==> config.mk <==
export PLATFORM = sky130hd
export DESIGN_NAME = rggen_register_bus_initiator_flat
export DESIGN_NICKNAME = d
export VERILOG_FILES = /design/src/rtl/rggen_register_bus_initiator_pkg.sv /design/src/rtl/rggen_register_bus_initiator_if.sv /design/src/rtl/rggen_or_reducer.sv /design/src/rtl/rggen_register_bus_initiator.sv /design/src/flat_wrapper.sv
export SDC_FILE = /design/constraint.sdc
export NUM_CORES = 1
export LEC_CHECK = 0
export ABC_AREA = 1
export ABC_CLOCK_PERIOD_IN_PS = 1300
export BUFFER_PORTS_ARGS = -buffer_cell sky130_fd_sc_hd__buf_2
export CAP_MARGIN = 20
export CORE_ASPECT_RATIO = 0.5
export CORE_MARGIN = 8
export CORE_UTILIZATION = 45
export CTS_CLUSTER_SIZE = 16
export DETAILED_ROUTE_END_ITERATION = 16
export GPL_TIMING_DRIVEN = 0
export PLACE_DENSITY = 0.87
export SYNTH_ARGS = -nofsm -noshare
export SYNTH_HDL_FRONTEND = slang
export SYNTH_HIERARCHICAL = 1
export SYNTH_SLANG_ARGS = --single-unit
==> constraint.sdc <==
create_clock -name i_clk -period 1.3 [get_ports i_clk]
set_input_delay 0.13 -clock i_clk [delete_from_list [all_inputs] [get_ports i_clk]]
set_output_delay 0.13 -clock i_clk [all_outputs]
set_load 0.1 [all_outputs]
==> src/rtl/rggen_register_bus_initiator_pkg.sv <==
// -----------------------------------------------------------------------------
// rggen_register_bus_initiator_pkg
//   Shared encodings for the internal register bus: access codes, response
//   status codes, the initiator FSM state type and a helper that sizes the
//   BUSY timeout counter.
// -----------------------------------------------------------------------------
package rggen_register_bus_initiator_pkg;

  // Access codes: bit0 = write, bit1 = non-posted
  localparam logic [1:0] RGGEN_READ         = 2'b10;
  localparam logic [1:0] RGGEN_WRITE        = 2'b11;
  localparam logic [1:0] RGGEN_POSTED_WRITE = 2'b01;
  localparam int         RGGEN_WRITE_BIT    = 0;

  // Response status codes
  localparam logic [1:0] RGGEN_OKAY         = 2'b00;
  localparam logic [1:0] RGGEN_SLAVE_ERROR  = 2'b10;
  localparam logic [1:0] RGGEN_DECODE_ERROR = 2'b11;

  typedef enum logic [1:0] {
    IDLE,
    BUSY,
    RESPONSE
  } initiator_state_e;

  // A disabled timeout still gets a 1-bit counter so no zero-width vector exists
  function automatic int timeout_counter_width(input int cycles);
    return (cycles > 0) ? $clog2(cycles + 1) : 1;
  endfunction

endpackage

==> src/rtl/rggen_register_bus_initiator_if.sv <==
// -----------------------------------------------------------------------------
// rggen_register_bus_initiator_if
//   Host-side channel of the register bus initiator: request valid/ready with
//   access/address/write-data/strobe, and response valid/ready with status and
//   read data. Signal names carry the direction as seen by the initiator.
//   master : the host / protocol adapter front end
//   slave  : the initiator
// -----------------------------------------------------------------------------
interface rggen_register_bus_initiator_if #(
  parameter int ADDRESS_WIDTH = 8,
  parameter int BUS_WIDTH     = 32
);

  logic                     i_host_valid;
  logic                     o_host_ready;
  logic [1:0]               i_host_access;
  logic [ADDRESS_WIDTH-1:0] i_host_address;
  logic [BUS_WIDTH-1:0]     i_host_write_data;
  logic [BUS_WIDTH/8-1:0]   i_host_strobe;
  logic                     o_response_valid;
  logic                     i_response_ready;
  logic [1:0]               o_response_status;
  logic [BUS_WIDTH-1:0]     o_response_read_data;

  modport master (
    output i_host_valid, i_host_access, i_host_address, i_host_write_data,
           i_host_strobe, i_response_ready,
    input  o_host_ready, o_response_valid, o_response_status, o_response_read_data
  );

  modport slave (
    input  i_host_valid, i_host_access, i_host_address, i_host_write_data,
           i_host_strobe, i_response_ready,
    output o_host_ready, o_response_valid, o_response_status, o_response_read_data
  );

endinterface

==> src/rtl/rggen_or_reducer.sv <==
// -----------------------------------------------------------------------------
// rggen_or_reducer
//   Masks each WIDTH-bit slice of i_data with its select bit and ORs the
//   surviving slices together.
//   i_select : N select bits, slice k kept when i_select[k] = 1
//   i_data   : N slices, slice k at [WIDTH*k +: WIDTH]
//   o_data   : OR of the selected slices
// -----------------------------------------------------------------------------
module rggen_or_reducer #(
  parameter int WIDTH = 32,
  parameter int N     = 1
) (
  input  logic [N-1:0]       i_select,
  input  logic [WIDTH*N-1:0] i_data,
  output logic [WIDTH-1:0]   o_data
);

  always_comb begin
    o_data = '0;
    for (int k = 0; k < N; k++) begin
      o_data = o_data | (i_data[WIDTH*k +: WIDTH] & {WIDTH{i_select[k]}});
    end
  end

endmodule

==> src/rtl/rggen_register_bus_initiator.sv <==
// -----------------------------------------------------------------------------
// rggen_register_bus_initiator
//   Requesting end of the internal register bus. Accepts one host request,
//   broadcasts it to all register blocks, merges their responses into a single
//   host response and holds it until the host takes it.
//   i_clk, i_rst       : clock, synchronous active-high reset
//   host_bus (slave)   : host request and response channel
//   o_register_*       : request broadcast to the register blocks
//   i_register_active  : per-block address hit
//   i_register_ready   : per-block done
//   i_register_status  : per-block status, block k at [2k +: 2]
//   i_register_read_data : per-block read data, block k at [BUS_WIDTH*k +: BUS_WIDTH]
// -----------------------------------------------------------------------------
module rggen_register_bus_initiator
  import rggen_register_bus_initiator_pkg::*;
#(
  parameter int ADDRESS_WIDTH  = 8,
  parameter int BUS_WIDTH      = 32,
  parameter int REGISTERS      = 1,
  parameter int TIMEOUT_CYCLES = 0
) (
  input  logic                           i_clk,
  input  logic                           i_rst,
  rggen_register_bus_initiator_if.slave  host_bus,
  output logic                           o_register_valid,
  output logic [1:0]                     o_register_access,
  output logic [ADDRESS_WIDTH-1:0]       o_register_address,
  output logic [BUS_WIDTH-1:0]           o_register_write_data,
  output logic [BUS_WIDTH-1:0]           o_register_strobe,
  input  logic [REGISTERS-1:0]           i_register_active,
  input  logic [REGISTERS-1:0]           i_register_ready,
  input  logic [2*REGISTERS-1:0]         i_register_status,
  input  logic [BUS_WIDTH*REGISTERS-1:0] i_register_read_data
);

  localparam int             COUNT_W        = timeout_counter_width(TIMEOUT_CYCLES);
  localparam bit             TIMEOUT_ENABLE = (TIMEOUT_CYCLES > 0);
  localparam logic [COUNT_W-1:0] TIMEOUT_LIMIT = COUNT_W'(TIMEOUT_CYCLES);

  function automatic logic [BUS_WIDTH-1:0] expand_strobe(input logic [BUS_WIDTH/8-1:0] strobe);
    logic [BUS_WIDTH-1:0] mask;
    mask = '0;
    for (int b = 0; b < BUS_WIDTH / 8; b++) begin
      mask[8*b +: 8] = {8{strobe[b]}};
    end
    return mask;
  endfunction

  initiator_state_e         state_q, state_d;
  logic                     host_ready_q, host_ready_d;
  logic                     register_valid_q, register_valid_d;
  logic [1:0]               access_q, access_d;
  logic [ADDRESS_WIDTH-1:0] address_q, address_d;
  logic [BUS_WIDTH-1:0]     write_data_q, write_data_d;
  logic [BUS_WIDTH-1:0]     strobe_q, strobe_d;
  logic                     response_valid_q, response_valid_d;
  logic [1:0]               status_q, status_d;
  logic [BUS_WIDTH-1:0]     read_data_q, read_data_d;
  logic [COUNT_W-1:0]       count_q, count_d;

  logic                     any_active;
  logic                     done;
  logic                     timeout;
  logic [1:0]               merged_status;
  logic [BUS_WIDTH-1:0]     merged_read_data;
  logic                     respond;
  logic [1:0]               respond_status;
  logic [BUS_WIDTH-1:0]     respond_data;

  rggen_or_reducer #(
    .WIDTH (BUS_WIDTH),
    .N     (REGISTERS)
  ) u_read_data_reducer (
    .i_select (i_register_active),
    .i_data   (i_register_read_data),
    .o_data   (merged_read_data)
  );

  rggen_or_reducer #(
    .WIDTH (2),
    .N     (REGISTERS)
  ) u_status_reducer (
    .i_select (i_register_active),
    .i_data   (i_register_status),
    .o_data   (merged_status)
  );

  assign any_active = |i_register_active;
  assign done       = |(i_register_active & i_register_ready);
  assign timeout    = TIMEOUT_ENABLE && (count_q == TIMEOUT_LIMIT);

  always_comb begin
    state_d          = state_q;
    host_ready_d     = host_ready_q;
    register_valid_d = register_valid_q;
    access_d         = access_q;
    address_d        = address_q;
    write_data_d     = write_data_q;
    strobe_d         = strobe_q;
    response_valid_d = response_valid_q;
    status_d         = status_q;
    read_data_d      = read_data_q;
    count_d          = count_q;
    respond          = 1'b0;
    respond_status   = RGGEN_OKAY;
    respond_data     = '0;

    case (state_q)
      IDLE: begin
        if (host_bus.i_host_valid) begin
          state_d          = BUSY;
          host_ready_d     = 1'b0;
          register_valid_d = 1'b1;
          access_d         = host_bus.i_host_access;
          address_d        = host_bus.i_host_address;
          write_data_d     = host_bus.i_host_write_data;
          strobe_d         = expand_strobe(host_bus.i_host_strobe);
          count_d          = '0;
        end
      end
      BUSY: begin
        if (count_q != TIMEOUT_LIMIT) begin
          count_d = count_q + COUNT_W'(1);
        end
        // Decode error wins over done, done wins over timeout
        if (!any_active) begin
          respond        = 1'b1;
          respond_status = RGGEN_DECODE_ERROR;
        end else if (done) begin
          respond        = 1'b1;
          respond_status = merged_status;
          // Read data is only returned for successful reads
          if (!access_q[RGGEN_WRITE_BIT] && (merged_status == RGGEN_OKAY)) begin
            respond_data = merged_read_data;
          end
        end else if (timeout) begin
          respond        = 1'b1;
          respond_status = RGGEN_SLAVE_ERROR;
        end
        if (respond) begin
          state_d          = RESPONSE;
          register_valid_d = 1'b0;
          response_valid_d = 1'b1;
          status_d         = respond_status;
          read_data_d      = respond_data;
        end
      end
      RESPONSE: begin
        if (host_bus.i_response_ready) begin
          state_d          = IDLE;
          response_valid_d = 1'b0;
          host_ready_d     = 1'b1;
        end
      end
      default: begin
        state_d          = IDLE;
        host_ready_d     = 1'b1;
        register_valid_d = 1'b0;
        response_valid_d = 1'b0;
      end
    endcase
  end

  always_ff @(posedge i_clk) begin
    if (i_rst) begin
      state_q          <= IDLE;
      host_ready_q     <= 1'b1;
      register_valid_q <= 1'b0;
      access_q         <= '0;
      address_q        <= '0;
      write_data_q     <= '0;
      strobe_q         <= '0;
      response_valid_q <= 1'b0;
      status_q         <= '0;
      read_data_q      <= '0;
      count_q          <= '0;
    end else begin
      state_q          <= state_d;
      host_ready_q     <= host_ready_d;
      register_valid_q <= register_valid_d;
      access_q         <= access_d;
      address_q        <= address_d;
      write_data_q     <= write_data_d;
      strobe_q         <= strobe_d;
      response_valid_q <= response_valid_d;
      status_q         <= status_d;
      read_data_q      <= read_data_d;
      count_q          <= count_d;
    end
  end

  assign host_bus.o_host_ready          = host_ready_q;
  assign host_bus.o_response_valid      = response_valid_q;
  assign host_bus.o_response_status     = status_q;
  assign host_bus.o_response_read_data  = read_data_q;
  assign o_register_valid               = register_valid_q;
  assign o_register_access              = access_q;
  assign o_register_address             = address_q;
  assign o_register_write_data          = write_data_q;
  assign o_register_strobe              = strobe_q;

endmodule
==> src/flat_wrapper.sv <==
// flat-port wrapper written by rule: the top's interface ports become plain ports
module rggen_register_bus_initiator_flat import rggen_register_bus_initiator_pkg::*;
#(
  parameter int ADDRESS_WIDTH  = 8,
  parameter int BUS_WIDTH      = 32,
  parameter int REGISTERS      = 1,
  parameter int TIMEOUT_CYCLES = 0
)
  (i_clk, i_rst, o_register_valid, o_register_access, o_register_address, o_register_write_data, o_register_strobe, i_register_active, i_register_ready, i_register_status, i_register_read_data, host_bus_i_host_valid, host_bus_i_host_access, host_bus_i_host_address, host_bus_i_host_write_data, host_bus_i_host_strobe, host_bus_i_response_ready, host_bus_o_host_ready, host_bus_o_response_valid, host_bus_o_response_status, host_bus_o_response_read_data);
  rggen_register_bus_initiator_if #(.ADDRESS_WIDTH(ADDRESS_WIDTH), .BUS_WIDTH(BUS_WIDTH)) host_bus_i ();
  input  logic i_clk;
  input  logic i_rst;
  output logic o_register_valid;
  output logic [1:0] o_register_access;
  output logic [ADDRESS_WIDTH-1:0] o_register_address;
  output logic [BUS_WIDTH-1:0] o_register_write_data;
  output logic [BUS_WIDTH-1:0] o_register_strobe;
  input  logic [REGISTERS-1:0] i_register_active;
  input  logic [REGISTERS-1:0] i_register_ready;
  input  logic [2*REGISTERS-1:0] i_register_status;
  input  logic [BUS_WIDTH*REGISTERS-1:0] i_register_read_data;
  input wire logic [$bits(host_bus_i.i_host_valid)-1:0] host_bus_i_host_valid;
  input wire logic [$bits(host_bus_i.i_host_access)-1:0] host_bus_i_host_access;
  input wire logic [$bits(host_bus_i.i_host_address)-1:0] host_bus_i_host_address;
  input wire logic [$bits(host_bus_i.i_host_write_data)-1:0] host_bus_i_host_write_data;
  input wire logic [$bits(host_bus_i.i_host_strobe)-1:0] host_bus_i_host_strobe;
  input wire logic [$bits(host_bus_i.i_response_ready)-1:0] host_bus_i_response_ready;
  output wire logic [$bits(host_bus_i.o_host_ready)-1:0] host_bus_o_host_ready;
  output wire logic [$bits(host_bus_i.o_response_valid)-1:0] host_bus_o_response_valid;
  output wire logic [$bits(host_bus_i.o_response_status)-1:0] host_bus_o_response_status;
  output wire logic [$bits(host_bus_i.o_response_read_data)-1:0] host_bus_o_response_read_data;
  assign host_bus_i.i_host_valid = host_bus_i_host_valid;
  assign host_bus_i.i_host_access = host_bus_i_host_access;
  assign host_bus_i.i_host_address = host_bus_i_host_address;
  assign host_bus_i.i_host_write_data = host_bus_i_host_write_data;
  assign host_bus_i.i_host_strobe = host_bus_i_host_strobe;
  assign host_bus_i.i_response_ready = host_bus_i_response_ready;
  assign host_bus_o_host_ready = host_bus_i.o_host_ready;
  assign host_bus_o_response_valid = host_bus_i.o_response_valid;
  assign host_bus_o_response_status = host_bus_i.o_response_status;
  assign host_bus_o_response_read_data = host_bus_i.o_response_read_data;
  rggen_register_bus_initiator #(.ADDRESS_WIDTH(ADDRESS_WIDTH), .BUS_WIDTH(BUS_WIDTH), .REGISTERS(REGISTERS), .TIMEOUT_CYCLES(TIMEOUT_CYCLES)) u_core (.i_clk(i_clk), .i_rst(i_rst), .host_bus(host_bus_i), .o_register_valid(o_register_valid), .o_register_access(o_register_access), .o_register_address(o_register_address), .o_register_write_data(o_register_write_data), .o_register_strobe(o_register_strobe), .i_register_active(i_register_active), .i_register_ready(i_register_ready), .i_register_status(i_register_status), .i_register_read_data(i_register_read_data));
endmodule
Word level (Yosys, flattened, before mapping)
Cells that the tools add are included.

storage, ports and cells
  input bits = 86
  flip-flop bits (word level) = 106
  output and inout bits = 111
  word-level logic and storage cells = 52

operators by class
  reduce and logical (&&, ||, !) cells = 10
  bitwise gates (word level) = 6
  eq/ne operators = 5
  muxes and demuxes = 21

operators by type and width
  kind                                                                     count
  32-bit two-way mux                                                       3
  32-bit bitwise AND                                                       1
  3-bit AND reduction                                                      4
  2-bit two-way mux                                                        5
  1-bit two-way mux                                                        9
  1-bit case mux with 3 select lines                                       3
  2-bit case mux with 3 select lines                                       1
  2-bit zero test                                                          2
  2-bit inequality test, second input constant                             2
  2-bit AND reduction                                                      2
  1-bit inverter                                                           3
  2-bit bitwise AND                                                        1
  2-bit by 1-bit equality test with 1-bit output, second input constant    1
  2-bit equality test, second input constant                               1
  2-bit by 1-bit inequality test with 1-bit output, second input constant  1
  1-bit bitwise AND                                                        1
  1-bit logical AND                                                        1
  1-bit zero test                                                          1

Depth between registers and ports, before layout
Gate-level depths: netlist of the first run.

  word-level depth = 6
  depth in mapped cells = 8
  mapped depth without buffers = 6

Modules after synthesis
Netlist of the first run, hierarchy kept.

modules (own cells, without submodules)
  module                                         sequential area each (µm²)  cells each  instances  area an instance (µm²)
  rggen_register_bus_initiator                   1701.6                      416         1          3370.7
  rggen_or_reducer (u_core.u_read_data_reducer)  0.0                         67          1          274.0
  rggen_or_reducer (u_core.u_status_reducer)     0.0                         4           1          15.0

Worst setup path before layout of the first run
OpenSTA, ideal clock, no wires.

  kind = register to output
  start = register u_core/o_register_strobe[15] (netlist name)
  end = output o_register_strobe[10]
  slack = -0.307 ns
  data arrival time = 1.477 ns
  cell stages (with the launch flop) = 2
  buffers on the path = 1
  required time = 1.170 ns
  cell sequence = dfxtp_1 buf_4

RTL lines
  element           RTL line            source
  end: declaration  flat_wrapper.sv:17  output logic [BUS_WIDTH-1:0] o_register_strobe;

Worst setup path in the final report of the first run
  start = register u_core.state_q[0]
  end = register u_core.read_data_q[24] (netlist: u_core/host_bus.o_response_read_data[24])

between the ends
  word-level cells in the longest chain between the ends = 2

RTL lines
  element                                         RTL line                             source
  start: declaration                              rggen_register_bus_initiator.sv:49   initiator_state_e state_q, state_d;
  start signal: assignment                        rggen_register_bus_initiator.sv:178  state_q <= state_d;
  2-bit by 1-bit equality test with 1-bit output  rggen_register_bus_initiator.sv:108  case (state_q)
  2-bit AND reduction (no source line)            --
  end signal: assignment                          rggen_register_bus_initiator.sv:187  read_data_q <= read_data_d;
  end: declaration                                rggen_register_bus_initiator.sv:58   logic [BUS_WIDTH-1:0] read_data_q, read_data_d;

No other way between the ends.
A chain may end at the register's enable or synchronous reset.

==> results of run 1 <==
==> stage by stage <==
step,TNS [ps],cells,hold WS [ps]
after floorplan,0,487,265
after global placement,-996,795,350
after detailed placement,-2140,795,357
after CTS,0,811,2.86
after global routing,-678,817,4.71
final,-6.86,817,11.8
==> final cells by class <==
type	count	area, um2
Multi-Input combinational cell	298	1390
Buffer	62	473
Timing Repair Buffer	201	1210
Tap cell	112	140
Clock buffer	12	246
Sequential cell	85	1710
Clock inverter	4	95.1
Inverter	43	161
Fill cell	698	2510
==> critical path: cells and delay by family (launching register included) <==
kind | cells | cell delay [ps]
simple gates | 2 | 350
flops | 1 | 360
buf+inv | 2 | 240
compound gates | 2 | 230
==> synth_stat cells <==
cell type	count	area, um2
inv_1	41	154
inv_2	2	7.51
nor3_1	3	15.0
o21ai_4	1	16.3
nand3_1	3	15.0
nand2_1	74	278
clkbuf_1	9	33.8
nor3_2	1	10.0
buf_6	11	124
nand4_1	32	200
a21oi_1	35	175
buf_4	31	233
o21ai_0	45	225
o21ai_1	3	15.0
dfxtp_1	85	1700
a21oi_2	1	8.76
buf_2	11	55.1
nor2_2	1	6.26
nor2_4	2	22.5
nand3b_1	1	7.51
nor2_1	95	357
==> power groups by stage <==
stage | sequential, mW | combinational [mW] | clock (mW)
2_1_floorplan | 4.00 | 1.17 | 0
3_3_place_gp | 2.90 | 2.74 | 0
3_5_place_dp | 2.91 | 2.76 | 0
4_1_cts | 2.86 | 2.84 | 2.99
5_1_grt | 2.88 | 3.07 | 3.13
6_report | 2.86 | 2.95 | 2.92
==> per-layer routing <==
layer | wire length (um) | GRT usage | vias up | share of wire
met5 | 0 | 0 | - | 0
met4 | 157 | 0.0572 | 0 | 0.013
met3 | 850 | 0.0722 | 18 | 0.072
met2 | 6230 | 0.358 | 123 | 0.53
met1 | 4520 | 0.200 | 1768 | 0.38
li1 | - | - | 1953 | -
==> state kept, by name (all words and copies together) (netlist names) <==
signal / cells
u_core/state_q: 2
u_core/o_register_address: 8
u_core/host_bus.o_response_valid: 1
u_core/o_register_valid: 1
u_core/host_bus.o_host_ready: 1
u_core/o_register_write_data: 32
u_core/o_register_strobe: 4
u_core/host_bus.o_response_read_data: 32
u_core/o_register_access: 2
u_core/host_bus.o_response_status: 2
==> cells by family after synthesis <==
kind of cell	synth area share
compound gates	0.120
buf+inv	0.166
flops	0.465
simple gates	0.249
==> what timing repair did <==
action,4_1_cts,5_1_grt
endpoints found under the setup margin,32,91
resized for setup,37,54
hold buffers,0,0
pin swaps,0,2
gates cloned,0,3
setup buffers,0,3
==> final timing paths <==
kind	to	cells after the start
max	u_core/host_bus.o_response_read_data[24]	6
min	u_core/o_register_write_data[16]	3
max reg2reg	u_core/host_bus.o_response_read_data[24]	6
min reg2reg	u_core/host_bus.o_response_read_data[22]	2
==> run_results.csv, run 1 <==
group,metric,value,unit
finish,finalNetCount,786,
timing,fmax,765,MHz
worst_hold_path,hp-start,"host_bus_i_host_write_data[16]",
worst_setup_path,setup.worst_path.class,"reg2reg",
logic_synthesis,avgSynthCellArea,7.51,um2
pwr,clkPwrFrac,0.335,
worst_setup_path,start_kind,"register",
global_routing,grt_max_degree,14,
clock_network,cts_tree,"done",
flow_run,maxCapViolCount,0,
global_routing,grt_usage,0.192,
timing,rsz0062_at_grt,"yes",
timing,setup_viol,1,
worst_setup_path,cp-startpoint,"u_core/state_q[0]",
floorplan,core,7940,um2
worst_setup_path,crit-reg2reg-launch,"u_core/state_q[0]",
pwr,power.internal,5.37,mW
floorplan,pin_count,197,
floorplan,fp.dieArea,11400,um2
timing,skew,5.28,ps
worst_setup_path,cp_slowest_cell,"dfxtp_2",
finish,drive_above_1_share,0.416,
finish,final_area,5430,um2
pwr,switching_share,0.386,
logic_synthesis,netlist_area,3660,um2
worst_setup_path,crit_required,1500,ps
clock_network,path_clk_slew,60,ps
logic_synthesis,synthCells,487,
clock_network,root_buffer,"clkbuf_16",
pwr,p_comb_frac,0.337,
timing,tightestPinTransition,511,ps
floorplan,start_util,0.461,
worst_hold_path,holdCritPathClass,"in2reg",
clock_network,h-tree-depth,3,
detailed_routing,drt-pass1-iter-count,4,
place,port_buffers,196,
place,place_area,4790,um2
finish,mostFrequentLayoutCell,"buf_2",
timing,post-route-period-util,1.01,
pwr,leakage,2.89,nW
finish,layout_common_cells,"168 x buf_2, 88 x nor2_1, 78 x dfxtp_1",
detailed_routing,wl_per_cell,14.4,um
place,post-place-ws,-161,ps
worst_setup_path,arrival,1510,ps
clock_network,clock-sinks,85,
pwr,p_switching,3.37,mW
finish,diodes,0,
outcome,status,"finished with violations",
floorplan,die-width,144,um
global_routing,grt_pass1_wl,17800,um
floorplan,die_h,79.8,um
pwr,power_density,1610,nW/um2
logic_synthesis,ys_types,21,
pwr,peakVddDrop,0.000859,V
clock_network,clock_latency,340,ps
detailed_routing,drtIter0Drc,224,
timing,relSlewSlack,0.661,
finish,area_growth_syn_to_layout,48.4,%
detailed_routing,drc,0,
logic_synthesis,ys_warn_count,6,
outcome,violations,"negative setup slack",
floorplan,rows,23,
worst_setup_path,crit_path_end_kind,"register",
worst_setup_path,crit_chain,"inv_2 > nor2_4 > o21ai_4 > buf_4 > nand2_1 > a21oi_1",
logic_synthesis,synth-seq-area-share,0.465,
clock_network,clock_tree.buffer_depth,2,
pwr,power,8.73,mW
finish,fin_util,0.684,
timing,finalCriticalPeriod,1310,ps
timing,hold_violations,0,
worst_setup_path,crit_path_max_incr_delay,360,ps
pwr,p_seq_frac,0.328,
clock_network,numCtsBuffers,9,
global_routing,antenna_found_initial,0,
detailed_routing,vias,3862,
logic_synthesis,ys_ff_latch,85,
worst_setup_path,reg2reg_slack,-7,ps
global_routing,grt-ovfl-total,0,
detailed_routing,ant_nets,0,
worst_setup_path,cp_max_fo,9,
timing,layout_setup_ws,-6.86,ps
timing,drv_slew,0,
detailed_routing,via_per_inst,4.73,
detailed_routing,wirelength,11800,um
place,hpwl,8420,um
global_routing,first_global_vias,3743,
logic_synthesis,syn_nets,573,
place,place_congestion,0.783,
Note: power is estimated with default switching activity, not from simulation.
==> run 2, diff against run 1 <==
--- a/config.mk
+++ b/config.mk
@@ -10,5 +10,5 @@
 export BUFFER_PORTS_ARGS = -buffer_cell sky130_fd_sc_hd__buf_2
 export CAP_MARGIN = 20
-export CORE_ASPECT_RATIO = 0.5
+export CORE_ASPECT_RATIO = 1.4
 export CORE_MARGIN = 8
 export CORE_UTILIZATION = 45
@@ -16,5 +16,5 @@
 export DETAILED_ROUTE_END_ITERATION = 16
 export GPL_TIMING_DRIVEN = 0
-export PLACE_DENSITY = 0.87
+export PLACE_DENSITY = 0.8
 export SYNTH_ARGS = -nofsm -noshare
 export SYNTH_HDL_FRONTEND = slang
==> constraint.sdc (replaced) <==
create_clock -name i_clk -period 1.3 [get_ports i_clk]
set_input_delay 0.13 -clock i_clk [delete_from_list [all_inputs] [get_ports i_clk]]
set_output_delay 0.13 -clock i_clk [all_outputs]
set_load 0.05 [all_outputs]
==> run_results.csv, run 2 (synthesis results as in run 1) <==
group,metric,value,unit
outcome,status,"finished clean",
timing,skew,7.33,ps
worst_setup_path,crit_path_end_kind,"register",
detailed_routing,wl_per_cell,14.0,um
timing,finalCriticalPeriod,1270,ps
floorplan,die_h,123,um
floorplan,die-width,92.2,um
finish,drive_above_1_share,0.418,
floorplan,core,8050,um2
finish,diodes,0,
timing,rsz0062_at_grt,"yes",
timing,fmax,786,MHz
worst_setup_path,cp_max_fo,10,
detailed_routing,wirelength,11200,um
timing,setup_viol,0,
timing,relSlewSlack,0.639,
timing,tightestPinTransition,541,ps
clock_network,cts_tree,"done",
detailed_routing,drc,0,
worst_setup_path,crit-reg2reg-launch,"u_core/state_q[0]",
finish,area_growth_syn_to_layout,42.5,%
worst_setup_path,crit_chain,"inv_1 > nor2_4 > o21ai_4 > buf_4 > nand2_1 > a21oi_1",
finish,layout_common_cells,"200 x buf_2, 85 x nor2_1, 79 x dfxtp_1",
finish,final_area,5220,um2
timing,hold_violations,0,
detailed_routing,via_per_inst,4.81,
worst_setup_path,r2r_cells,6,
worst_setup_path,setup.worst_path.class,"reg2reg",
finish,finalNetCount,785,
worst_setup_path,arrival,1470,ps
clock_network,numCtsBuffers,9,
timing,drv_slew,0,
global_routing,grt_max_degree,15,
pwr,peakVddDrop,0.00103,V
global_routing,antenna_found_initial,0,
worst_setup_path,crit_path_max_incr_delay,350,ps
detailed_routing,drt-pass1-iter-count,5,
place,place_congestion,0.809,
place,place_area,4770,um2
floorplan,fp.dieArea,11300,um2
pwr,power,7.54,mW
global_routing,first_global_vias,3821,
finish,seq_area,1710,um2
finish,num-fill-cells,726,
detailed_routing,ant_nets,0,
floorplan,start_util,0.455,
clock_network,path_clk_slew,60,ps
clock_network,clock_latency,330,ps
place,hpwl,8610,um
finish,mostFrequentLayoutCell,"buf_2",
worst_setup_path,cp-startpoint,"u_core/state_q[0]",
pwr,leakage,2.84,nW
detailed_routing,vias,3874,
worst_setup_path,cp_num_cells,6,
finish,multiInputGateArea,1390,um2
pwr,power_density,1450,nW/um2
worst_setup_path,cp_top_family,"flip-flops",
place,port_buffers,196,
worst_hold_path,whs_path_depth,3,
timing,post-route-period-util,0.979,
floorplan,pin_count,197,
clock_network,clock-sinks,85,
worst_setup_path,start_kind,"register",
worst_setup_path,endpoint,"u_core/host_bus.o_response_read_data[22]",
floorplan,rows,39,
worst_hold_path,holdCritPathClass,"in2reg",
detailed_routing,drtIter0Drc,152,
clock_network,clock_tree.buffer_depth,2,
global_routing,grt-ovfl-total,0,
clock_network,root_buffer,"clkbuf_16",
worst_setup_path,reg2reg_slack,30,ps
global_routing,grt_pass1_wl,17300,um
worst_setup_path,crit_required,1500,ps
worst_setup_path,cp_num_buf_inv,2,
global_routing,grt_usage,0.186,
worst_setup_path,cp_slowest_cell,"dfxtp_2",
flow_run,maxCapViolCount,0,
worst_setup_path,rr_endpoint,"u_core/host_bus.o_response_read_data[22]",
clock_network,h-tree-depth,3,
## run 2: changes by cell type in the layout (fill, tap and decap cells not counted), moves of 2 or more
cell,previous run,this run
buf_6,44,9
buf_2,168,200
buf_8,0,3
nor2_1,88,85
clkbuf_1,11,9
nor2_2,7,9
## run 2: cell type report
| cell class | instances | area share |
|---|---|---|
| flip-flops and latches | 85 | 0.328 |
| multi-input cells | 297 | 0.267 |
| repair buffers | 201 | 0.196 |
| plain buffers | 62 | 0.0912 |
| clock buffers | 10 | 0.0458 |
| inverters | 43 | 0.0310 |
| well taps | 102 | 0.0245 |
| clock inverters | 6 | 0.0166 |
## run 2: metal layers
layer  part of all wire  wire (um)  track usage  up-vias
met2               0.52       5810        0.330      148
met3               0.10       1130       0.0820       13
li1                   -          -            -     1956
met1               0.37       4160        0.187     1757
met4              0.013        144       0.0708        0
met5                  0          0            0        -
## run 2: per-stage QoR
step / setup slack, ps / hold slack (ps) / setup TNS, ps / instances / util
detailed placement: -85.7 / 358 / -2590 / 785 / 0.592
CTS: 10.4 / 8.11 / 0 / 801 / 0.634
finish: 27.8 / 17.5 / 0 / 806 / 0.648
global route: -27.1 / 11.0 / -327 / 806 / 0.648
global placement: -41.4 / 352 / -581 / 785 / 0.592
floorplan: 38.2 / 265 / 0 / 487 / -
## run 2: where the power goes
group          switching (mW)  total (mW)  internal, mW
logic                    1.38        1.95         0.574
clock network            1.01        2.74          1.73
registers              0.0955        2.86          2.76
total                    2.48        7.54          5.07
## run 2: how the worst min path moves through the flow
stage,startpoint,to,slack [ps]
finish,host_bus_i_host_strobe[1],u_core/o_register_strobe[15],20
global route,host_bus_i_host_write_data[24],u_core/o_register_write_data[24],10
CTS,host_bus_i_host_write_data[17],u_core/o_register_write_data[17],8
detailed placement,host_bus_i_host_write_data[17],u_core/o_register_write_data[17],360
global placement,host_bus_i_host_write_data[14],u_core/o_register_write_data[14],350
floorplan,host_bus_i_host_address[2],u_core/o_register_address[2],260
## run 2: tightest hold or removal path: stages
cell and delay (ps):
buf_2 80, nor2_1 30, nor2_1 80
## run 2: repair_timing
action,in CTS,in global routing
setup endpoints to repair,41,66
setup buffers,0,5
hold buffers,0,0
resized for setup,6,28
pin swaps,0,3
